### src/rtl/mem_rd_arbiter2.sv
`default_nettype none
// ============================================================================
// Module   : mem_rd_arbiter2
// Purpose  : Round-robin read arbiter sharing one single-port wide memory
//            between two requesters. The owner of each accepted read is kept
//            in an in-order ID FIFO so that each memory response can be routed
//            back to the requester that issued it.
// Revision : 1.0 - initial release
// ============================================================================
module mem_rd_arbiter2 #(
  parameter int AW      = 18,
  parameter int MAX_OUT = 4,
  parameter int CNT_W   = 16
) (
  input  logic                       clk,
  input  logic                       rst,
  // requester 0 (sequential core)
  input  logic                       r0_req_valid,
  output logic                       r0_req_ready,
  input  logic [AW-1:0]              r0_req_addr,
  output logic                       r0_resp_valid,
  output logic [31:0]                r0_resp_rdata,
  // requester 1 (SIMD4 core)
  input  logic                       r1_req_valid,
  output logic                       r1_req_ready,
  input  logic [AW-1:0]              r1_req_addr,
  output logic                       r1_resp_valid,
  output logic [31:0]                r1_resp_rdata,
  // memory side
  output logic                       mem_req_valid,
  input  logic                       mem_req_ready,
  output logic [AW-1:0]              mem_req_addr,
  output logic                       mem_req_we,
  input  logic                       mem_resp_valid,
  input  logic [31:0]                mem_resp_rdata,
  // status
  output logic [CNT_W-1:0]           o_grant_cnt0,
  output logic [CNT_W-1:0]           o_grant_cnt1,
  output logic [$clog2(MAX_OUT):0]   o_outstanding,
  output logic                       o_err_orphan
);

  localparam int PW = $clog2(MAX_OUT);
  localparam int OW = PW + 1;
  localparam logic [OW-1:0] FULL_LVL = OW'(MAX_OUT);

  // State
  logic                 rr_q,       rr_d;
  logic                 lock_vld_q, lock_vld_d;
  logic                 lock_id_q,  lock_id_d;
  logic [MAX_OUT-1:0]   fifo_q,     fifo_d;
  logic [PW-1:0]        wr_ptr_q,   wr_ptr_d;
  logic [PW-1:0]        rd_ptr_q,   rd_ptr_d;
  logic [OW-1:0]        occ_q,      occ_d;
  logic [CNT_W-1:0]     cnt0_q,     cnt0_d;
  logic [CNT_W-1:0]     cnt1_q,     cnt1_d;
  logic                 orphan_q,   orphan_d;

  // Combinational decode
  logic                 owner;
  logic                 owner_valid;
  logic                 full;
  logic                 fifo_empty;
  logic                 accept;
  logic                 pop;
  logic                 head_id;

  // Owner selection: a stalled grant stays locked, otherwise round-robin on contention
  always_comb begin
    if (lock_vld_q) begin
      owner = lock_id_q;
    end else if (r0_req_valid && r1_req_valid) begin
      owner = rr_q;
    end else begin
      owner = r1_req_valid;
    end
  end

  assign owner_valid = owner ? r1_req_valid : r0_req_valid;
  assign full        = (occ_q == FULL_LVL);
  assign fifo_empty  = (occ_q == '0);
  assign accept      = mem_req_valid && mem_req_ready;
  assign pop         = mem_resp_valid && !fifo_empty;
  assign head_id     = fifo_q[rd_ptr_q];

  assign mem_req_valid = owner_valid && !full;
  assign mem_req_addr  = owner ? r1_req_addr : r0_req_addr;
  assign mem_req_we    = 1'b0;

  assign r0_req_ready  = accept && !owner;
  assign r1_req_ready  = accept &&  owner;

  // Responses come back in request order, so the FIFO head names the owner
  assign r0_resp_valid = pop && !head_id;
  assign r1_resp_valid = pop &&  head_id;
  assign r0_resp_rdata = mem_resp_rdata;
  assign r1_resp_rdata = mem_resp_rdata;

  assign o_grant_cnt0  = cnt0_q;
  assign o_grant_cnt1  = cnt1_q;
  assign o_outstanding = occ_q;
  assign o_err_orphan  = orphan_q;

  // Next-state computation for lock, round-robin, FIFO, counters and error flag
  always_comb begin
    rr_d       = rr_q;
    lock_vld_d = lock_vld_q;
    lock_id_d  = lock_id_q;
    fifo_d     = fifo_q;
    wr_ptr_d   = wr_ptr_q;
    rd_ptr_d   = rd_ptr_q;
    occ_d      = occ_q;
    cnt0_d     = cnt0_q;
    cnt1_d     = cnt1_q;
    orphan_d   = orphan_q;

    if (accept) begin
      lock_vld_d       = 1'b0;
      rr_d             = !owner;
      fifo_d[wr_ptr_q] = owner;
      wr_ptr_d         = wr_ptr_q + PW'(1);
      if (!owner && (cnt0_q != '1)) begin
        cnt0_d = cnt0_q + CNT_W'(1);
      end
      if (owner && (cnt1_q != '1)) begin
        cnt1_d = cnt1_q + CNT_W'(1);
      end
    end else if (mem_req_valid) begin
      // memory stalled: freeze grant and address until it accepts
      lock_vld_d = 1'b1;
      lock_id_d  = owner;
    end

    if (pop) begin
      rd_ptr_d = rd_ptr_q + PW'(1);
    end

    // push is blocked by full, so a simultaneous pop never underflows/overflows
    case ({accept, pop})
      2'b10:   occ_d = occ_q + OW'(1);
      2'b01:   occ_d = occ_q - OW'(1);
      default: occ_d = occ_q;
    endcase

    if (mem_resp_valid && fifo_empty) begin
      orphan_d = 1'b1;
    end
  end

  // State register with asynchronous reset
  always_ff @(posedge clk or posedge rst) begin
    if (rst) begin
      rr_q       <= 1'b0;
      lock_vld_q <= 1'b0;
      lock_id_q  <= 1'b0;
      fifo_q     <= '0;
      wr_ptr_q   <= '0;
      rd_ptr_q   <= '0;
      occ_q      <= '0;
      cnt0_q     <= '0;
      cnt1_q     <= '0;
      orphan_q   <= 1'b0;
    end else begin
      rr_q       <= rr_d;
      lock_vld_q <= lock_vld_d;
      lock_id_q  <= lock_id_d;
      fifo_q     <= fifo_d;
      wr_ptr_q   <= wr_ptr_d;
      rd_ptr_q   <= rd_ptr_d;
      occ_q      <= occ_d;
      cnt0_q     <= cnt0_d;
      cnt1_q     <= cnt1_d;
      orphan_q   <= orphan_d;
    end
  end

endmodule
`default_nettype wire

### config.mk
export PLATFORM = sky130hd
export DESIGN_NAME = mem_rd_arbiter2
export DESIGN_NICKNAME = d
export VERILOG_FILES = /design/src/rtl/mem_rd_arbiter2.sv
export SDC_FILE = /design/constraint.sdc
export NUM_CORES = 1
export LEC_CHECK = 0
export ABC_AREA = 1
export CAP_MARGIN = 15
export CORE_MARGIN = 8
export CORE_UTILIZATION = 39
export CTS_CLUSTER_DIAMETER = 150
export DETAILED_ROUTE_END_ITERATION = 10
export PLACE_DENSITY = 0.81
export SKIP_LAST_GASP = 1
export SYNTH_ARGS = -nofsm -noshare
export SYNTH_HDL_FRONTEND = slang
export SYNTH_SLANG_ARGS = --single-unit
### constraint.sdc
create_clock -name clk -period 2.9 [get_ports clk]
set_clock_uncertainty 0.15 [all_clocks]
set_input_delay 0.58 -clock clk [delete_from_list [all_inputs] [get_ports clk]]
set_output_delay 0.58 -clock clk [all_outputs]
set_load 0.05 [all_outputs]
==> Word level (Yosys, flattened, before mapping) <==
Index checks and enable logic that the tools add are counted.
{ "totals": {"ff_bits": 47, "inputBits": 74, "out_inout_bits": 124, "word_cells": 59} }
{ "op_classes": {"add_sub_neg": 6, "order_cmp": 3, "n_eq_ne": 5, "mux": 12, "bitwise_logic": 1, "n_reduce_logical": 22} }
{ "op_table": {"columns": ["operator", "n"], "rows": [
  ["16-bit by 1-bit adder with 16-bit output (second input constant)", 2],
  ["16-bit inequality test (second input constant)", 2],
  ["18-bit two-way mux", 1],
  ["1-bit logical AND", 12],
  ["1-bit two-way mux", 7],
  ["2-bit by 3-bit less-than comparator with 1-bit output (second input constant)", 2],
  ["3-bit one-hot mux with 2 select lines", 1],
  ["2-bit AND reduction", 3],
  ["2-bit by 1-bit adder with 2-bit output (second input constant)", 2],
  ["4-bit bitwise mux", 1],
  ["1-bit logical NOT", 4],
  ["2-bit nonzero test", 2],
  ["3-bit by 1-bit adder with 3-bit output (second input constant)", 1],
  ["3-bit == test (second input constant)", 1],
  ["3-bit logical NOT", 1],
  ["3-bit by 1-bit subtractor with 3-bit output (second input constant)", 1],
  ["1-bit binary-select mux with 2-bit select", 1],
  ["1-bit demux with 2-bit select", 1],
  ["2-bit by 1-bit == test with 1-bit output (second input constant)", 1],
  ["2-bit == test (second input constant)", 1],
  ["2-bit by 1-bit greater-or-equal comparator with 1-bit output (second input constant)", 1],
  ["1-bit NOT", 1]
]} }

==> Longest topological paths before layout <==
{ "logic_depth": {"ltp_word": 8, "ltp_mapped": 11, "depth_no_buf": 11} }

==> Least setup slack after synthesis <==
Ideal clock, no wire load.
{ "synth_timing": {"path_kind": "register -> output", "startpoint": "reg occ_q[0] (netlist: o_outstanding[0])", "endpoint": "out r1_req_ready", "arrival_time_ps": 1832, "required_ps": 2170, "setup_slack_ps": 338, "stages_incl_launch_ff": 7, "n_path_buf": 0, "cell_sequence": "dfrtp_1 -> inv_2 -> nand3_1 -> nand2_1 -> inv_2 -> nand3_4 -> nor2_1"} }
{ "synth_between": {"elab_chain_len": 5} }
{ "synth_rtl": {"columns": ["element", "line_no", "rtl"], "rows": [
  ["start: declaration", "54", "logic [OW-1:0] occ_q, occ_d;"],
  ["start signal: assignment", "159", "occ_q <= '0;"],
  ["start signal: assignment", "170", "occ_q <= occ_d;"],
  ["3-bit == test", "80", "assign full = (occ_q == FULL_LVL);"],
  ["1-bit logical NOT", "86", "assign mem_req_valid = owner_valid && !full;"],
  ["1-bit logical AND", "86", null],
  ["1-bit logical AND", "82", "assign accept = mem_req_valid && mem_req_ready;"],
  ["1-bit logical AND", "91", "assign r1_req_ready = accept && owner;"],
  ["end: declaration", "25", "output logic r1_req_ready,"]
]} }
Every way passes these cells.

==> Worst setup path after layout <==
{ "layout_timing": {"startpoint": "in r0_req_valid", "endpoint": "out mem_req_addr[16]"} }
{ "layout_between": {"elab_chain_len": 4} }
{ "layout_rtl": {"columns": ["element", "line_no", "rtl"], "rows": [
  ["start: declaration", "18", "input logic r0_req_valid,"],
  ["1-bit logical AND", "72", "end else if (r0_req_valid && r1_req_valid) begin"],
  ["1-bit two-way mux", "72", null],
  ["1-bit two-way mux", "70", "if (lock_vld_q) begin"],
  ["18-bit two-way mux", "87", "assign mem_req_addr = owner ? r1_req_addr : r0_req_addr;"],
  ["end: declaration", "32", "output logic [AW-1:0] mem_req_addr,"]
]} }
Every way passes these cells.

==> impl_results.md <==
* DP Worst Slack at 108 ps
* Sw frac at 49.0%
* Post-CTS Resized at 0
* Clock power share at 10.0%
* HPWL after detailed placement at 6990 µm
* Share of cells above drive strength 1 at 10.1%
* Num rows at 34
* Unrepaired setup endpoints after global routing: false
* Fillers at 815
* I/O Pins at 198
* Wire per inst at 13.8 µm
* Top-count cell post-synth: nand2_1
* Post-Place Cell Area at 4380 µm²
* Clk pin slew, worst setup/hold paths at 80 ps
* Initial Utilization at 40.3%
* Clk sinks at 47
* Total global-route track usage at 14.1%
* CP endpoint kind: primary output
* Global-route wire length before repair at 15000 µm
* Hold-fix buffers, CTS at 0
* Crit path cell chain: clkdlybuf4s50_1 -> nand2_1 -> nand2_1 -> nand2_4 -> inv_2 -> nand2_1 -> nand2_1 -> buf_12
* Top FF cell, synth: dfrtp_1
* Fmax at 0.368 GHz
* Layout Cells excl Fill at 652
* Die ar. at 12400 µm²
* Synth-to-layout area growth at 26.2%
* Root buffer cell: clkbuf_8
* Register bit total from synthesis at 47
* Sequential-to-total area share from yosys stat at 33.3%
* Status: finished clean
* Post-route clock period utilization at 93.7%
* Drt drc at 0
* Fin nets at 625
* Max-cap check violation count at 0
* Final hold violations at 0
* # placed instances at 644
* Routed vias/inst at 4.82
* I/O Buffers at 100
* P_int at 1.93 mW
* Seq pwr share at 25.1%
* Initial antenna violation count at 0
* Worst hold path type: reg -> reg
* Cts bufs inserted at 5
* Worst r2r src: rr_q$_DFFE_PP0P_
* Largest area contributor in the netlist: dfrtp_1
* Diodes inserted at 0
* Total vias in the final route at 3142
* Die W at 111 µm
* Cells after Synth at 505
* CP Class: in -> out
* Comb power frac at 64.9%
* Core Util, Final at 50.9%
* Max stage delay on crit path at 480 ps
* Post-synth EDFFs at 0
* Total power at 3.80 mW
* Setup-failing EPs final at 0
* Worst Path Required at 2170 ps
* RD Place Congestion at 0.842
* Rel. slew slack at 59.3%
* Switch Pwr at 1.86 mW
* Final WS setup at 182 ps
* Minimum clock period at 2720 ps
* Largest net degree at the start of global routing at 48
* Overall routed net length at 8970 µm
* Leakage power at 2.10 nW
* Syn avg cell area at 6.99 µm²
* Hold slack at 327 ps
* Synth Cell Area at 3530 µm²
* CTS H-tree lvls at 2
* Max IR drop VDD at 0.497 mV
* DRT Pass-1 Iters at 4
* Worst setup path startpoint: r0_req_valid
* Most frequent cells after synthesis: nand2_1 (225), buf_4 (66), dfrtp_1 (47)
* Post-route ant nets at 0
* Max stage delay cell, worst path: clkdlybuf4s50_1
* CTS tree: done
* Crit path arrival time at 1990 ps
* Hold_sp: fifo_q[0]$_DFFE_PP0P_
* Power Density at 852 nW/µm²
* Number of global-route vias before repair at 3026
* Post-route cell area at 4460 µm²
* Clk Latency, worst-skew pair at 290 ps
* Syn nets at 587
* Pins Over Slew Limit at 0
* Clk buf depth at 2
* Critical Path Fanout Max at 20
* Synth async-reset ratio at 100%
* Area contributors post-synth: dfrtp_1 (33%), nand2_1 (24%), buf_4 (14%), nor2_1 (4.5%), xnor2_1 (3.5%)
* Core area at 8760 µm²
* Post-CTS Setup Bufs at 0
* Crit-path leading delay family: buffers and inverters
* Post-synth top area share at 33.3%
* Global route total overflow at 0
* Count of cell types in the netlist at 31
* Worst-Margin Slew at 610 ps
* Setup TNS at 0 ps
* Kind of start point of the critical path: input pin
* Die Y at 111 µm
* Yosys warning count at 0
* Critical path's most frequent cell: nand2_1
* WP buf/inv at 3
* Iter 0 DRT Violations at 202
-- cell usage in the layout, fill, tap and decap left out, drive strengths merged --
cell	count
conb	1
o21ai	10
o31ai	1
and2	1
nand4	4
fa	1
buf	28
a32oi	1
nand2	231
ha	7
a41o	1
clkdlybuf4s50	77
xor2	10
nand3	22
clkinv	1
nor2	48
a21oi	3
dfrtp	47
inv	29
clkbuf	7
xnor2	14
-- tightest hold or removal path: cells and delay by family (launching register included) --
family        cells  cell delay, ps
flops             1             350
simple gates      2              90
-- power by group through the flow --
| stage | logic, mW | clock network, mW | registers [mW] |
|---|---|---|---|
| after floorplan | 1.49 | 0 | 1.18 |
| after global placement | 2.44 | 0 | 0.956 |
| after detailed placement | 2.48 | 0 | 0.966 |
| after CTS | 2.49 | 0.400 | 0.954 |
| after global routing | 2.64 | 0.421 | 0.981 |
| final | 2.46 | 0.380 | 0.954 |
-- kinds of logic after synthesis --
family,synth area share (%)
AND/OR/NAND/NOR,35.8
buffers and inverters,19.0
flip-flops,33.3
XOR/XNOR,5.95
AO/OA/AOI/OAI,2.80
adder cells (fa/ha/maj),3.05
other,0.106
-- cell type report --
| class | count | area [µm²] | share of cell area, % |
|---|---|---|---|
| Tap cell | 108 | 135 | 3.03 |
| Sequential cell | 47 | 1180 | 26.4 |
| Inverter | 29 | 109 | 2.44 |
| Clock inverter | 1 | 5.00 | 0.112 |
| Clock buffer | 7 | 76.3 | 1.71 |
| Multi-Input combinational cell | 355 | 1690 | 37.8 |
| Timing Repair Buffer | 105 | 1270 | 28.5 |
-- metal layers --
layer	wire length [µm]	track usage (%)
met5	0	0
met4	58	3.11
met3	614	4.11
met2	4350	24.1
met1	3940	16.9
-- flip-flops by register name, indices dropped and copies added (netlist names) --
name	flops
rr_q	1
o_outstanding	3
lock_vld_q	1
fifo_q	4
o_grant_cnt0	16
lock_id_q	1
wr_ptr_q	2
o_err_orphan	1
o_grant_cnt1	16
rd_ptr_q	2
-- worst paths after layout --
kind	endpoint	slack, ps	cells past startpoint
min in group asynchronous	o_err_orphan$_DFFE_PP0P_	610	3
worst max register to register	o_outstanding[2]$_DFFE_PP0P_	730	11
max in group asynchronous	o_grant_cnt1[7]$_DFFE_PP0P_	1580	3
worst max-delay path	mem_req_addr[16]	180	8
worst min-delay path	fifo_q[0]$_DFFE_PP0P_	330	2
worst min register to register	fifo_q[0]$_DFFE_PP0P_	330	2
Power figures use the tool's default switching activity.
